<file path="config.mk">
export PLATFORM = sky130hd
export DESIGN_NAME = if_fetch_unit
export DESIGN_NICKNAME = d
export VERILOG_FILES = /design/src/rtl/if_fetch_unit.sv
export SDC_FILE = /design/constraint.sdc
export NUM_CORES = 1
export LEC_CHECK = 0
export CORE_ASPECT_RATIO = 0.6
export CORE_MARGIN = 4
export CORE_UTILIZATION = 36
export CTS_BUF_LIST = sky130_fd_sc_hd__clkbuf_2
export CTS_CLUSTER_SIZE = 24
export DETAILED_ROUTE_END_ITERATION = 8
export HOLD_SLACK_MARGIN = 0.02
export PLACE_DENSITY = 0.62
export SYNTH_ARGS = -nofsm -noshare
export SYNTH_HDL_FRONTEND = slang
export SYNTH_SLANG_ARGS = --single-unit
export TNS_END_PERCENT = 5
</file>
<file path="constraint.sdc">
create_clock -name clk -period 5.1 [get_ports clk]
set_clock_uncertainty 0.2 [all_clocks]
set_input_delay 1.02 -clock clk [delete_from_list [all_inputs] [get_ports clk]]
set_output_delay 1.02 -clock clk [all_outputs]
set_load 0.02 [all_outputs]
</file>
<file path="src/rtl/if_fetch_unit.sv">
// Instruction fetch unit: one outstanding memory read at a time, feeding a
// DEPTH-entry prefetch FIFO that presents {pc, inst} to decode.
module if_fetch_unit #(
   parameter logic [31:0] RESET_PC = 32'h0000_0000,
   parameter int          DEPTH    = 4
) (
   input  logic        clk,
   input  logic        rst,
   // instruction memory side
   output logic        imem_req_o,
   output logic [31:0] imem_addr_o,
   input  logic        imem_ack_i,
   input  logic [31:0] imem_data_i,
   // redirect and decode handshake
   input  logic        flush_i,
   input  logic [31:0] flush_pc_i,
   input  logic        stall_i,
   output logic        inst_valid_o,
   output logic [31:0] pc_o,
   output logic [31:0] inst_o
);

   localparam int PTR_W = $clog2(DEPTH);
   localparam int CNT_W = PTR_W + 1;
   localparam logic [CNT_W-1:0] DEPTH_C = CNT_W'(DEPTH);

   typedef enum logic [1:0] {
      ST_IDLE,
      ST_REQ,
      ST_DROP
   } state_t;

   typedef struct packed {
      logic [31:0] pc;
      logic [31:0] inst;
   } entry_t;

   state_t            state_q, state_d;
   logic [31:0]       fetch_pc_q, fetch_pc_d;
   logic [31:0]       drop_addr_q, drop_addr_d;
   logic [PTR_W-1:0]  rd_ptr_q, wr_ptr_q;
   logic [CNT_W-1:0]  count_q, count_d, count_after_deq;
   entry_t            fifo_q [DEPTH];
   entry_t            head;
   logic              enq, deq;

   // The low two bits of a redirect target are forced to zero (word aligned).
   logic unused_flush_lsbs;
   assign unused_flush_lsbs = ^flush_pc_i[1:0];

   // ---------------------------------------------------------------- datapath
   assign inst_valid_o = (count_q != '0);
   assign head         = fifo_q[rd_ptr_q];
   assign pc_o         = inst_valid_o ? head.pc   : 32'h0;
   assign inst_o       = inst_valid_o ? head.inst : 32'h0;

   assign imem_req_o   = (state_q != ST_IDLE);
   assign imem_addr_o  = (state_q == ST_DROP) ? drop_addr_q : fetch_pc_q;

   // Flush wins over both queue operations in the same cycle.
   assign deq = inst_valid_o & ~stall_i & ~flush_i;
   assign enq = (state_q == ST_REQ) & imem_ack_i & ~flush_i;

   assign count_after_deq = count_q - {{(CNT_W-1){1'b0}}, deq};
   assign count_d         = flush_i ? '0 : count_after_deq + {{(CNT_W-1){1'b0}}, enq};

   // ------------------------------------------------------------ next state
   // NOTE: every signal written here gets its default first, so no path can
   // leave it unassigned and infer a latch.
   always_comb begin
      state_d     = state_q;
      fetch_pc_d  = fetch_pc_q;
      drop_addr_d = drop_addr_q;

      case (state_q)
         ST_IDLE: begin
            if (!flush_i && (count_after_deq < DEPTH_C))
               state_d = ST_REQ;
         end
         ST_REQ: begin
            if (imem_ack_i) begin
               if (flush_i) begin
                  state_d = ST_IDLE;
               end else begin
                  fetch_pc_d = fetch_pc_q + 32'd4;
                  state_d    = (count_d < DEPTH_C) ? ST_REQ : ST_IDLE;
               end
            end else if (flush_i) begin
               // Bus address must stay put until the abandoned read returns.
               state_d     = ST_DROP;
               drop_addr_d = fetch_pc_q;
            end
         end
         ST_DROP: begin
            if (imem_ack_i)
               state_d = ST_IDLE;
         end
         default: state_d = ST_IDLE;
      endcase

      if (flush_i)
         fetch_pc_d = {flush_pc_i[31:2], 2'b00};
   end

   // ------------------------------------------------------------- registers
   // NOTE: state uses non-blocking assignments so every register samples the
   // pre-edge values, independent of statement order.
   always_ff @(posedge clk) begin
      if (rst) begin
         state_q     <= ST_IDLE;
         fetch_pc_q  <= RESET_PC;
         drop_addr_q <= RESET_PC;
         rd_ptr_q    <= '0;
         wr_ptr_q    <= '0;
         count_q     <= '0;
      end else begin
         state_q     <= state_d;
         fetch_pc_q  <= fetch_pc_d;
         drop_addr_q <= drop_addr_d;
         count_q     <= count_d;
         if (flush_i) begin
            rd_ptr_q <= '0;
            wr_ptr_q <= '0;
         end else begin
            if (deq) rd_ptr_q <= rd_ptr_q + PTR_W'(1);
            if (enq) wr_ptr_q <= wr_ptr_q + PTR_W'(1);
         end
      end
   end

   // NOTE: the FIFO storage has no reset; count_q alone decides validity and
   // the outputs are masked to zero while the buffer is empty.
   always_ff @(posedge clk) begin
      if (enq)
         fifo_q[wr_ptr_q] <= '{pc: imem_addr_o, inst: imem_data_i};
   end

endmodule

</file>
==> impl_metrics.csv <==
group,metric,value,unit
final_layout,multi_input_comb_area,0.004005,mm²
global_route,grt_pass1_wl,47930,µm
clock_network,cts_buffer_depth,3,
final_layout,drive_above_1_share,21.99,%
routing,highest_layer,"met4",
sta,drv_slew,0,
setup_path,crit_family,"buffers and inverters",
clock_network,postCtsSetupBuffers,0,
sta,maxSlewHeadroom,33.41,%
power_and_ir_drop,power.leakage,5.238,nW
setup_path,cp.depth,4,
clock_network,insertion_delay,0.90,ns
yosys,ys_warn_count,0,
die,ios,167,
clock_network,clkSinkCount,319,
die,die_area,0.03993,mm²
placement,dp_hpwl,19270,µm
setup_path,crit_buf_inv,2,
yosys,synth-edff-count,248,
power_and_ir_drop,power.total,4.773,mW
global_route,grt_pass1_vias,8354,
yosys,synthCells,868,
worst_hold_path,holdPathStages,2,
yosys,synth-simple-area-share,10.88,%
yosys,synth.cell_area,0.01321,mm²
routing,wl_per_cell,19.18,µm
sta,finalSetupViolations,0,
setup_path,slowest_stage,"dfxtp_4",
yosys,synth_compound_area_share,4.195,%
setup_path,cp-end-kind,"output pin",
die,initial_core_util,36.42,%
yosys,synthFlopType,"edfxtp_1",
final_layout,antennaDiodeCount,0,
setup_path,crit_required,3.88,ns
clock_network,cts_made_buffers,77,
setup_path,critPathArrivalTime,3.38,ns
clock_network,root_buffer,"clkbuf_2",
routing,drc,0,
routing,drt-met1-wl,14470,µm
yosys,synth_fa_ha_area_share,0.8523,%
run_status,outcome,"finished, final reports clean",
power_and_ir_drop,p_per_area,298.8,mW/mm²
clock_network,post_cts_resized,0,
sta,finalCritPeriodShare,90.25,%
yosys,synthXorXnorAreaFrac,0.8617,%
setup_path,r2r_cells,10,
flow_run,maxCapViolCount,0,
yosys,synth_area_leader_cell,"edfxtp_1",
yosys,synth_top_family_by_area,"multiplexers",
global_route,antenna_found_initial,0,
yosys,synth_top_area_share,56.36,%
final_layout,nets,1143,
routing,met3_length,1564,µm
sta,fin_tns_setup,0,ns
sta,hold_ws,0.2582,ns
sta,grt_setup_unrepaired,"no",
routing,drt_iter0_drc,431,
yosys,netlist_top_cells_area,"edfxtp_1 (56%), dfxtp_1 (11%), mux4_2 (11%), and2_1 (3.2%), mux2_2 (2.6%)",
final_layout,fillers,3275,
worst_hold_path,worstHoldStart,"drop_addr_q[19]$_SDFFE_PP0P_",
setup_path,path_max_fanout,32,
placement,gp_congestion,0.8101,
setup_path,worst_setup_path_start_kind,"register",
global_route,grt_remaining_overflow,0,
routing,vias_per_cell,5.019,
setup_path,max_stage_delay,0.84,ns
die,core-area,0.03628,mm²
final_layout,stdcell_area,0.01597,mm²
setup_path,path_class,"reg -> out",
routing,vias,8026,
yosys,synth.distinct_cells,58,
final_layout,area_delta_synth_final,20.89,%
clock_network,hold_buffers,0,
global_route,grt_usage,15.45,%
final_layout,final_core_util,44.02,%
sta,period_needed,4.603,ns
sta,tightest_slew,0.9988,ns
sta,max_freq,217.3,MHz
yosys,avgSynthCellArea,15.22,µm²
yosys,synth_seq_cells,319,
routing,first_pass_iters,5,
setup_path,path_cells,"buf_4 -> mux4_2 -> and2_1 -> clkdlybuf4s50_1",
placement,postPlaceCellArea,0.01530,mm²
clock_network,cts_tree,"yes",
die,dieHeight,156.4,µm
routing,drtAntennaViolNets,0,
worst_hold_path,hold_class,"reg -> reg",
power_and_ir_drop,peakVddDrop,0.1734,mV
yosys,async_flop_share,0,%
die,row_count,54,
final_layout,seqCellArea,0.008876,mm²
routing,dr_wl_met2,14140,µm
yosys,synthMuxAreaShare,13.29,%
global_route,grt_max_degree,63,
placement,io_buffer_count,160,
clock_network,clk_pin_slew,0.11,ns
routing,drt-total-wl,30660,µm
clock_network,htreeDepth,3,
setup_path,reg2reg_from,"count_q[1]$_SDFF_PP0_",
die,die_w,255.3,µm
sta,finalHoldViolCount,0,
yosys,yosysSeqAreaShare,67.12,%
## tightest hold or removal path: stages, from the launching register on
cell     delay [ns]
dfxtp_1        0.32
nand2_1        0.05
a21oi_1        0.05
## placed cells by master, fill, tap and decap left out, types with 9 or more instances in the layout
master           instances
edfxtp_1               248
clkdlybuf4s50_1        159
clkbuf_2               114
nand2_1                 79
dfxtp_1                 69
and2_1                  64
mux4_2                  62
nor2_1                  39
a21oi_1                 36
mux2_2                  31
inv_1                   17
nand3_1                 14
clkinv_1                14
a211oi_1                12
nor4_1                  10
nand4_1                  9
ha_1                     9
buf_4                    9
## path summary, 6_finish.rpt
| path | endpoint | slack [ns] |
|---|---|---|
| worst min-delay path | drop_addr_q[19]$_SDFFE_PP0P_ | 0.26 |
| worst max-delay path | pc_o[29] | 0.50 |
| worst max register to register | state_q[0]$_SDFFE_PP0P_ | 1.88 |
| worst min register to register | drop_addr_q[19]$_SDFFE_PP0P_ | 0.26 |
## per-stage QoR
| step | std cells | setup slack (ns) |
|---|---|---|
| after floorplan | 871 | 1.370 |
| after global placement | 1462 | 1.258 |
| after detailed placement | 1462 | 1.215 |
| after CTS | 1599 | 0.2625 |
| after global routing | 1599 | 0.1633 |
| final | 1599 | 0.4971 |
## kinds of logic (layout without fill, tap and decap cells)
family | count (synthesis) | count (layout)
adders and majority gates | 9 | 9
muxes | 94 | 94
and+or+nand+nor | 271 | 271
DFF | 319 | 319
AOI/OAI and AO/OA | 85 | 85
xor gates and xnor gates | 13 | 13
buffers and inverters | 76 | 328
other | 1 | 4
## where the power goes
part,switching [mW],internal [mW]
clock network,1.01,0.598
logic,0.158,0.142
registers,0.0371,2.83
## synth_stat cells (9+ instances only)
master    count
nand4_1       9
clkbuf_1     31
nand3_1      14
mux4_2       62
mux2_2       31
nor2_1       39
nor4_1       10
a211oi_1     12
inv_1        17
ha_1          9
and2_1       68
dfxtp_1      71
a21oi_1      36
edfxtp_1    248
nand2_1      79
## sequential cells by signal, summed over array words and instances, names as in the netlist, named ones only
register	cells
drop_addr_q	30
rd_ptr_q	2
state_q	2
fifo_q	248
count_q	3
fetch_pc_q	30
wr_ptr_q	2
## per-layer routing
metal / global-route usage [%] / up-vias
li1: - / 3755
met4: 4.879 / 0
met2: 24.11 / 193
met1: 21.47 / 4031
met3: 3.979 / 47
met5: 0 / -
## cell type report
| class | instances | share of cell area [%] |
|---|---|---|
| Multi-Input combinational cell | 476 | 25.07 |
| Clock inverter | 23 | 0.6110 |
| Tap cell | 476 | 3.729 |
| Timing Repair Buffer | 174 | 11.04 |
| Clock buffer | 114 | 3.572 |
| Inverter | 17 | 0.3995 |
| Sequential cell | 319 | 55.57 |
No activity file was read; power rests on OpenSTA's default activity.
